<file path="src/rtl/registrador_sequencia_pkg.sv">
// Shared types for the sequence register: decode of what an append request
// does in the current cycle, given the fill state and the wrap mode.
package registrador_sequencia_pkg;

    typedef enum logic [1:0] {
        OP_IDLE,    // no append this cycle
        OP_APPEND,  // room available: store and grow
        OP_DROP,    // full, no wrap: discard and flag overflow
        OP_WRAP     // full, wrap: overwrite oldest and flag overflow
    } append_op_e;

    function automatic append_op_e decode_append(input logic zera,
                                                 input logic enable,
                                                 input logic full,
                                                 input logic wrap);
        if (zera || !enable) return OP_IDLE;
        if (!full)           return OP_APPEND;
        return wrap ? OP_WRAP : OP_DROP;
    endfunction

endpackage

</file>
<file path="src/rtl/registrador_sequencia_if.sv">
// Append/read bus of the sequence register; the game FSM is the master.
interface registrador_sequencia_if #(
    parameter int WIDTH = 4,
    parameter int DEPTH = 16
) ();
    localparam int AW = $clog2(DEPTH);

    logic             zera;
    logic             enable;
    logic [WIDTH-1:0] D;
    logic             rd_en;
    logic [AW-1:0]    rd_addr;
    logic [WIDTH-1:0] Q;
    logic [WIDTH-1:0] last;
    logic [AW:0]      count;
    logic             full;
    logic             empty;
    logic             overflow;

    modport master (
        output zera, enable, D, rd_en, rd_addr,
        input  Q, last, count, full, empty, overflow
    );

    modport slave (
        input  zera, enable, D, rd_en, rd_addr,
        output Q, last, count, full, empty, overflow
    );
endinterface

</file>
<file path="src/rtl/registrador_n.sv">
// WIDTH-bit register with load enable and asynchronous active-low clear.
module registrador_n #(
    parameter int WIDTH = 4
) (
    input  logic             clock,
    input  logic             clear_n,
    input  logic             enable,
    input  logic [WIDTH-1:0] D,
    output logic [WIDTH-1:0] Q
);
    // NOTE: sequential state always uses non-blocking assignment so every
    // register samples pre-edge values regardless of process ordering.
    always_ff @(posedge clock or negedge clear_n) begin
        if (!clear_n)    Q <= '0;
        else if (enable) Q <= D;
    end
endmodule

</file>
<file path="src/rtl/registrador_sequencia.sv">
// Sequence recorder: appends words in arrival order and replays them by index
// from the oldest entry through a registered read port.
module registrador_sequencia
    import registrador_sequencia_pkg::*;
#(
    parameter int WIDTH = 4,
    parameter int DEPTH = 16,
    parameter bit WRAP  = 1'b0
) (
    input logic                   clock,
    input logic                   clear_n,
    registrador_sequencia_if.slave bus
);
    localparam int AW = $clog2(DEPTH);
    localparam logic [AW:0]   CNT_ONE  = 1;
    localparam logic [AW:0]   CNT_FULL = DEPTH;
    localparam logic [AW-1:0] PTR_ONE  = 1;

    logic [WIDTH-1:0] mem [DEPTH];
    logic [AW-1:0]    wr_ptr;
    logic [AW-1:0]    head;
    logic [AW-1:0]    rd_idx;
    logic [AW:0]      count_q;
    logic             overflow_q;
    logic             full;
    logic             store;
    logic             q_load;
    logic             last_load;
    logic [WIDTH-1:0] rd_data;
    logic [WIDTH-1:0] q_next;
    logic [WIDTH-1:0] last_next;
    append_op_e       op;

    assign full  = (count_q == CNT_FULL);
    assign op    = decode_append(bus.zera, bus.enable, full, WRAP);
    assign store = (op == OP_APPEND) || (op == OP_WRAP);

    // NOTE: the storage array is deliberately left without reset so it can map
    // onto LUT-RAM; stale words are never visible because reads are gated by count.
    always_ff @(posedge clock) begin
        if (store) mem[wr_ptr] <= bus.D;
    end

    always_ff @(posedge clock or negedge clear_n) begin
        if (!clear_n) begin
            wr_ptr     <= '0;
            head       <= '0;
            count_q    <= '0;
            overflow_q <= 1'b0;
        end else if (bus.zera) begin
            wr_ptr     <= '0;
            head       <= '0;
            count_q    <= '0;
            overflow_q <= 1'b0;
        end else begin
            case (op)
                OP_APPEND: begin
                    wr_ptr  <= wr_ptr + PTR_ONE;
                    count_q <= count_q + CNT_ONE;
                end
                OP_DROP: overflow_q <= 1'b1;
                OP_WRAP: begin
                    wr_ptr     <= wr_ptr + PTR_ONE;
                    head       <= head + PTR_ONE;
                    overflow_q <= 1'b1;
                end
                default: ;
            endcase
        end
    end

    // Read sees pre-edge head/count/contents; out-of-range indices return zero.
    assign rd_idx  = head + bus.rd_addr;
    assign rd_data = ({1'b0, bus.rd_addr} < count_q) ? mem[rd_idx] : '0;

    assign q_load    = bus.rd_en | bus.zera;
    assign q_next    = bus.zera ? '0 : rd_data;
    assign last_load = store | bus.zera;
    assign last_next = bus.zera ? '0 : bus.D;

    registrador_n #(.WIDTH(WIDTH)) u_q (
        .clock   (clock),
        .clear_n (clear_n),
        .enable  (q_load),
        .D       (q_next),
        .Q       (bus.Q)
    );

    registrador_n #(.WIDTH(WIDTH)) u_last (
        .clock   (clock),
        .clear_n (clear_n),
        .enable  (last_load),
        .D       (last_next),
        .Q       (bus.last)
    );

    assign bus.count    = count_q;
    assign bus.full     = full;
    assign bus.empty    = (count_q == '0);
    assign bus.overflow = overflow_q;
endmodule

</file>
<file path="src/flat_wrapper.sv">
// flat-port wrapper written by rule: the top's interface ports become plain ports
module registrador_sequencia_flat import registrador_sequencia_pkg::*;
#(
    parameter int WIDTH = 4,
    parameter int DEPTH = 16,
    parameter bit WRAP  = 1'b0
)
  (clock, clear_n, bus_zera, bus_enable, bus_D, bus_rd_en, bus_rd_addr, bus_Q, bus_last, bus_count, bus_full, bus_empty, bus_overflow);
  registrador_sequencia_if #(.WIDTH(WIDTH), .DEPTH(DEPTH)) bus_i ();
  input logic clock;
  input logic clear_n;
  input wire logic [$bits(bus_i.zera)-1:0] bus_zera;
  input wire logic [$bits(bus_i.enable)-1:0] bus_enable;
  input wire logic [$bits(bus_i.D)-1:0] bus_D;
  input wire logic [$bits(bus_i.rd_en)-1:0] bus_rd_en;
  input wire logic [$bits(bus_i.rd_addr)-1:0] bus_rd_addr;
  output wire logic [$bits(bus_i.Q)-1:0] bus_Q;
  output wire logic [$bits(bus_i.last)-1:0] bus_last;
  output wire logic [$bits(bus_i.count)-1:0] bus_count;
  output wire logic [$bits(bus_i.full)-1:0] bus_full;
  output wire logic [$bits(bus_i.empty)-1:0] bus_empty;
  output wire logic [$bits(bus_i.overflow)-1:0] bus_overflow;
  assign bus_i.zera = bus_zera;
  assign bus_i.enable = bus_enable;
  assign bus_i.D = bus_D;
  assign bus_i.rd_en = bus_rd_en;
  assign bus_i.rd_addr = bus_rd_addr;
  assign bus_Q = bus_i.Q;
  assign bus_last = bus_i.last;
  assign bus_count = bus_i.count;
  assign bus_full = bus_i.full;
  assign bus_empty = bus_i.empty;
  assign bus_overflow = bus_i.overflow;
  registrador_sequencia #(.WIDTH(WIDTH), .DEPTH(DEPTH), .WRAP(WRAP)) u_core (.clock(clock), .clear_n(clear_n), .bus(bus_i));
endmodule
</file>
<file path="config.mk">
export PLATFORM = sky130hd
export DESIGN_NAME = registrador_sequencia_flat
export DESIGN_NICKNAME = d
export VERILOG_FILES = /design/src/rtl/registrador_sequencia_pkg.sv /design/src/rtl/registrador_sequencia_if.sv /design/src/rtl/registrador_n.sv /design/src/rtl/registrador_sequencia.sv /design/src/flat_wrapper.sv
export SDC_FILE = /design/constraint.sdc
export NUM_CORES = 1
export LEC_CHECK = 0
export BUFFER_PORTS_ARGS = -buffer_cell sky130_fd_sc_hd__buf_2
export CAP_MARGIN = 20
export CORE_UTILIZATION = 53
export DETAILED_ROUTE_END_ITERATION = 10
export MAX_ROUTING_LAYER = met4
export PLACE_DENSITY = 0.79
export REMOVE_ABC_BUFFERS = 1
export SYNTH_ARGS = -nofsm -noshare
export SYNTH_HDL_FRONTEND = slang
export SYNTH_HIERARCHICAL = 1
export SYNTH_SLANG_ARGS = --single-unit
</file>
<file path="constraint.sdc">
create_clock -name clock -period 3.82 [get_ports clock]
set_input_delay 0.191 -clock clock [delete_from_list [all_inputs] [get_ports clock]]
set_output_delay 0.191 -clock clock [all_outputs]
set_load 0.005 [all_outputs]
</file>
[Word-level counts from Yosys, hierarchy flattened]
Memories as Yosys holds them, arrays and structs flattened.
Cells that the tools add are included.
Operators by class
  add/sub/neg operators: 4
  $lt $le $gt $ge: 1
  equality and inequality tests: 4
  mux-type cells: 20
  bitwise gates (word level): 2
  reduce and logical (&&, ||, !) cells: 10
Operators by type and width (count)
  4-bit 2-to-1 mux: 7
  5-bit 2-to-1 mux: 2
  4-bit by 1-bit adder with 4-bit output, second input constant: 2
  2-bit 2-to-1 mux: 4
  2-bit nonzero test: 4
  1-bit 2-to-1 mux: 7
  5-bit by 1-bit adder with 5-bit output, second input constant: 1
  5-bit == test, second input constant: 1
  5-bit logical NOT: 1
  4-bit by 5-bit < comparator with 1-bit output: 1
  4-bit adder: 1
  2-bit == test, second input constant: 2
  2-bit OR reduction: 2
  2-bit by 1-bit == test with 1-bit output, second input constant: 1
  1-bit logical OR: 2
  1-bit OR: 2
  1-bit logical NOT: 1
Storage, ports and cells
  bits in registers: 22
  memory bits (writable): 64
  input port bits: 13
  output and inout port bits: 16
  logic and storage cells: 48
  memories kept: 1
Memory list
  u_core.mem: words 16, bits a word 4, read ports 1, clocked after Yosys merged registers in 0, write ports 1, RTL line registrador_sequencia.sv:19  | logic [WIDTH-1:0] mem [DEPTH];

[Longest topological paths before layout]
  depth after elaboration: 10
  depth in mapped cells: 10
  gate-level depth less buffers: 7

[Cells and area by module]
Netlist, hierarchy kept.
By module, submodules not included
  registrador_sequencia: instances 1, cells each 240, area an instance 3568.4 um2, seq. area each 2272.2 um2
  registrador_n: instances 2, cells each 8, area an instance 145.1 um2, seq. area each 100.1 um2

[Worst setup path after synthesis]
Ideal clock, no wire load.
  kind: reg2reg
  start point: register u_core.head[0]
  end point: register u_core.u_q.Q[2]
  library setup time: 64 ps
  arrival: 2626 ps
  required time: 3756 ps
  setup slack: 1130 ps
  cell stages (with the launch flop): 8
  buffers on the path: 0
  clock period less this slack: 2690 ps
  path through: dfrtp_1 ha_1 fa_1 xor2_2 mux4_2 or3_1 a21oi_1 mux2_2
Between the ends
  longest elaborated chain between the ends: 4
RTL lines
  start: declaration: RTL line registrador_sequencia.sv:21  | logic [AW-1:0] head;
  start signal: assignment: RTL line registrador_sequencia.sv:64  | head <= head + PTR_ONE;
  4-bit adder: RTL line registrador_sequencia.sv:73  | assign rd_idx = head + bus.rd_addr;
  memory read 16 x 4 bit
  4-bit 2-to-1 mux: RTL line registrador_sequencia.sv:74  | assign rd_data = ({1'b0, bus.rd_addr} < count_q) ? mem[rd_idx] : '0;
  4-bit 2-to-1 mux: RTL line registrador_sequencia.sv:77  | assign q_next = bus.zera ? '0 : rd_data;
  net u_core.q_next[2]: RTL line registrador_sequencia.sv:30  | logic [WIDTH-1:0] q_next;
  end signal: assignment: RTL line registrador_n.sv:14  | if (!clear_n) Q <= '0;
  end signal: assignment: RTL line registrador_n.sv:15  | else if (enable) Q <= D;
  end: declaration: RTL line registrador_n.sv:9  | output logic [WIDTH-1:0] Q
The timed path passes the listed nets, and every way through them passes these cells.
A chain may end at the register's enable or synchronous reset.

[Worst setup path after layout]
  start point: register u_core.head[0]
  end point: register u_core.u_q.Q[0]
Same word-level chain as after synthesis.

==> summary.log <==
[run_status] result of the run completed
[sta] Worst Slack Setup Final 0.769 ns
[routing] via count 2,103
[critical_path] kind of start point of the critical path register
[critical_path] Worst path top cell family by delay adder cells
[sta] final-report setup violation count 0
[cts] Clock Root Buffer clkbuf_8
[yosys] post-synthesis instance total 256
[global_route] total gr overflow 0
[job] Max Cap Viol 0
[critical_path] critical path cell sequence ha_1, fa_2, buf_4, mux2i_1, mux4_2, o21bai_1, a21oi_1, mux2_2
[global_route] global-route wire length before repair 11,200 um
[yosys] number of warnings reported in the yosys synthesis log 6
[place] Port Buffers 28
[cts] clock slew seen by the registers of the worst setup and hold paths 0.08 ns
[layout] diode count 0
[sta] skew final 0.0105 ns
[sta] Period minus WS final 3.05 ns
[yosys] cell accounting for the most synthesized area edfxtp_1
[critical_path] crit path max fanout 17
[global_route] largest net degree at the start of global routing 23
[min_path] Hold Crit Depth 3
[die] Die H 87.3 um
[yosys] most instantiated flip-flop cell in the synthesis netlist edfxtp_1
[routing] Detailed Route WL 6990 um
[power_and_ir_drop] power density of the placed cells 428 nW/um2
[power_and_ir_drop] leakage dissipation 1.69 nW
[cts] number of hold buffers added after CTS 1
[critical_path] Crit. End Element register
[yosys] Yosys top cell area share 0.498
[critical_path] type of the setup path with the least slack reg -> reg
[sta] slew at the pin with the worst max-slew slack 0.704 ns
[critical_path] Arr. time, crit path 3.34 ns
[die] Die X 87.3 um
[routing] 1st-pass router iterations 4
[cts] post-CTS setup repair buffer count 0
[power_and_ir_drop] sequential share of power 0.565
[critical_path] Req. time, crit path 4.11 ns
[cts] clock buffer count from CTS 9
[yosys] number of register bits inferred by synthesis 86
[layout] synthesis-to-layout area growth 10.3%
[place] detailed placement HPWL 4970 um
[die] Boundary Pins 29
[routing] DRC violation total after the first TritonRoute iteration 102
[sta] final count of pins violating max slew 0
[sta] post-route clock period utilization 0.799
[power_and_ir_drop] design internal power 1.44 mW
[die] starting density of the core 0.559
[place] cell area after placement 4040 um2
[layout] leading cell types in the layout, fill and taps excluded 64 x edfxtp_1, 32 x mux2i_1, 28 x buf_2, 22 x dfrtp_1, 21 x nor2_1
[die] placeable core area 6910 um2
[cts] clock latency on the worst-skew pair 0.35 ns
[cts] H-tree depth 3
[yosys] Post-Synthesis Mean Instance Area 15.1 um2
[critical_path] delay of the slowest critical-path stage 0.90 ns
[global_route] vias in the first global route 2,140
[global_route] Total Routing Usage GR 0.215
[yosys] share of synthesized area occupied by flip-flops and latches 0.641
[yosys] Synth Cell Area 3860 um2
[power_and_ir_drop] share of total power in combinational logic 0.073
[sta] maximum clock rate 328 MHz
[power_and_ir_drop] Clock power frac 0.362
[layout] area of all placed cells without fillers 4260 um2
[critical_path] logic depth of the worst register-to-register path 8
[cts] CTS tree built
[place] Setup Slack @ Placement 0.780 ns
[sta] RSZ-0062 raised after global routing no
[layout] nets@finish 311
[yosys] proportion of register bits with asynchronous set or reset after synthesis 0.256
[sta] count of endpoints failing hold in the final timing report 0
[routing] post-detailed-route via-to-cell ratio 5.46
[yosys] unique cell type count in the Yosys netlist 34
[power_and_ir_drop] power spent charging and discharging nets 378 uW
[die] number of rows created at floorplan 30
[critical_path] slowest CP cell fa_2
[layout] share of post-route cells with drive strength above 1 0.218
[routing] Post-DRT Antenna Nets 0
[cts] CTS max path bufs 2
[cts] # resized after CTS 0
[min_path] Worst Hold Class in -> reg
[critical_path] Buf/Inv on CP 1
[die] die outline area 7630 um2
[yosys] cell types with the largest area share after synthesis edfxtp_1 50%, dfrtp_1 14%, mux2i_1 8.3%, mux4_2 4.7%, ha_1 3.9%
[cts] CTS sink cnt 86
[critical_path] total stage count of the critical path 8
[routing] average wire length per cell after detail routing 18.2 um
[sta] TNS Setup 0 ns
[global_route] initial antenna violation count 0
[power_and_ir_drop] post-layout total power 1.82 mW
[layout] most common library cell in the layout ignoring fill and taps edfxtp_1
[power_and_ir_drop] worst-case vdd ir drop 214 uV
[power_and_ir_drop] fraction of power spent switching nets 0.208
[yosys] number of flops mapped to enable cells by yosys 64
[routing] count of unresolved DRC violations after routing 0
[sta] Slew Limit Headroom 0.530
[place] weighted congestion at the end of routability-driven global placement 0.808
## layout make-up
class,count,area [um2]
fillers,552,2650
flip-flops and latches,86,2470
multi-input cells,150,1270
repair buffers,30,158
clock buffers,11,131
well taps,96,120
clock inverters,4,72.6
inverters,8,30.0
## cells in the mapped netlist (2+ instances only)
| master | n |
|---|---|
| nor3_1 | 4 |
| edfxtp_1 | 64 |
| o21bai_1 | 4 |
| ha_1 | 12 |
| xnor2_1 | 5 |
| a21oi_1 | 10 |
| and3_1 | 2 |
| buf_6 | 3 |
| nand3_1 | 5 |
| xor2_1 | 3 |
| nand4_1 | 2 |
| nand2b_1 | 4 |
| clkbuf_1 | 6 |
| inv_1 | 8 |
| nand2_1 | 8 |
| nor2_1 | 21 |
| nor2b_1 | 9 |
| mux2_2 | 8 |
| or3_1 | 4 |
| mux2i_1 | 32 |
| mux4_2 | 8 |
| dfrtp_1 | 22 |
## per-stage QoR
stage	util	cells	hold slack, ns
floorplan	-	244	-0.105
global placement	0.585	369	0.176
detailed placement	0.585	369	0.188
CTS	0.616	385	0.163
global route	0.616	385	0.170
finish	0.616	385	0.174
## path summary, 6_finish.rpt
path	startpoint	endpoint	slack, ns
hold / removal	bus_enable	u_core/bus.count[1]	0.17
min in group asynchronous	clear_n	u_core/bus.count[4]	0.33
setup reg to reg	u_core/head[0]	u_core/u_q/Q[0]	0.77
max in group asynchronous	clear_n	u_core/u_last/Q[3]	3.14
setup / recovery	u_core/head[0]	u_core/u_q/Q[0]	0.77
hold reg to reg	u_core/bus.overflow	u_core/bus.overflow	0.51
## registers in the layout (all words and copies together) (netlist names)
signal	cells
u_core/u_last/Q	4
u_core/head	4
u_core/bus.overflow	1
u_core/u_q/Q	4
u_core/wr_ptr	4
u_core/bus.count	5
u_core/mem	64
## kinds of logic (layout without fill, tap and decap cells)
| family | Yosys count | count (layout) | share of synthesized area |
|---|---|---|---|
| buffers and inverters | 20 | 53 | 0.0305 |
| AOI/OAI and AO/OA | 17 | 17 | 0.0263 |
| muxes | 48 | 48 | 0.153 |
| DFF | 86 | 86 | 0.641 |
| and+or+nand+nor | 63 | 63 | 0.0830 |
| xor gates and xnor gates | 9 | 9 | 0.0224 |
| adders and majority gates | 13 | 13 | 0.0441 |
## power by group through the flow
stage                     clock (mW)  sequential [mW]  combinational (mW)
after floorplan                    0             1.05              0.0784
after global placement             0             1.05               0.127
after detailed placement           0             1.05               0.133
after CTS                      0.675             1.03               0.135
after global routing           0.714             1.03               0.147
final                          0.659             1.03               0.133
## layer usage
layer,routed length [um],global-route usage
met1,3050,0.267
met5,0,-
met4,190,0.110
met2,3490,0.335
met3,258,0.0445
## tightest hold or removal path: cells and delay by family
| kind | cells | cell delay (ns) |
|---|---|---|
| buffers and inverters | 1 | 0.16 |
| and+or+nand+nor | 1 | 0.09 |
| AOI/OAI and AO/OA | 1 | 0.05 |
Power figures use the tool's default switching activity.
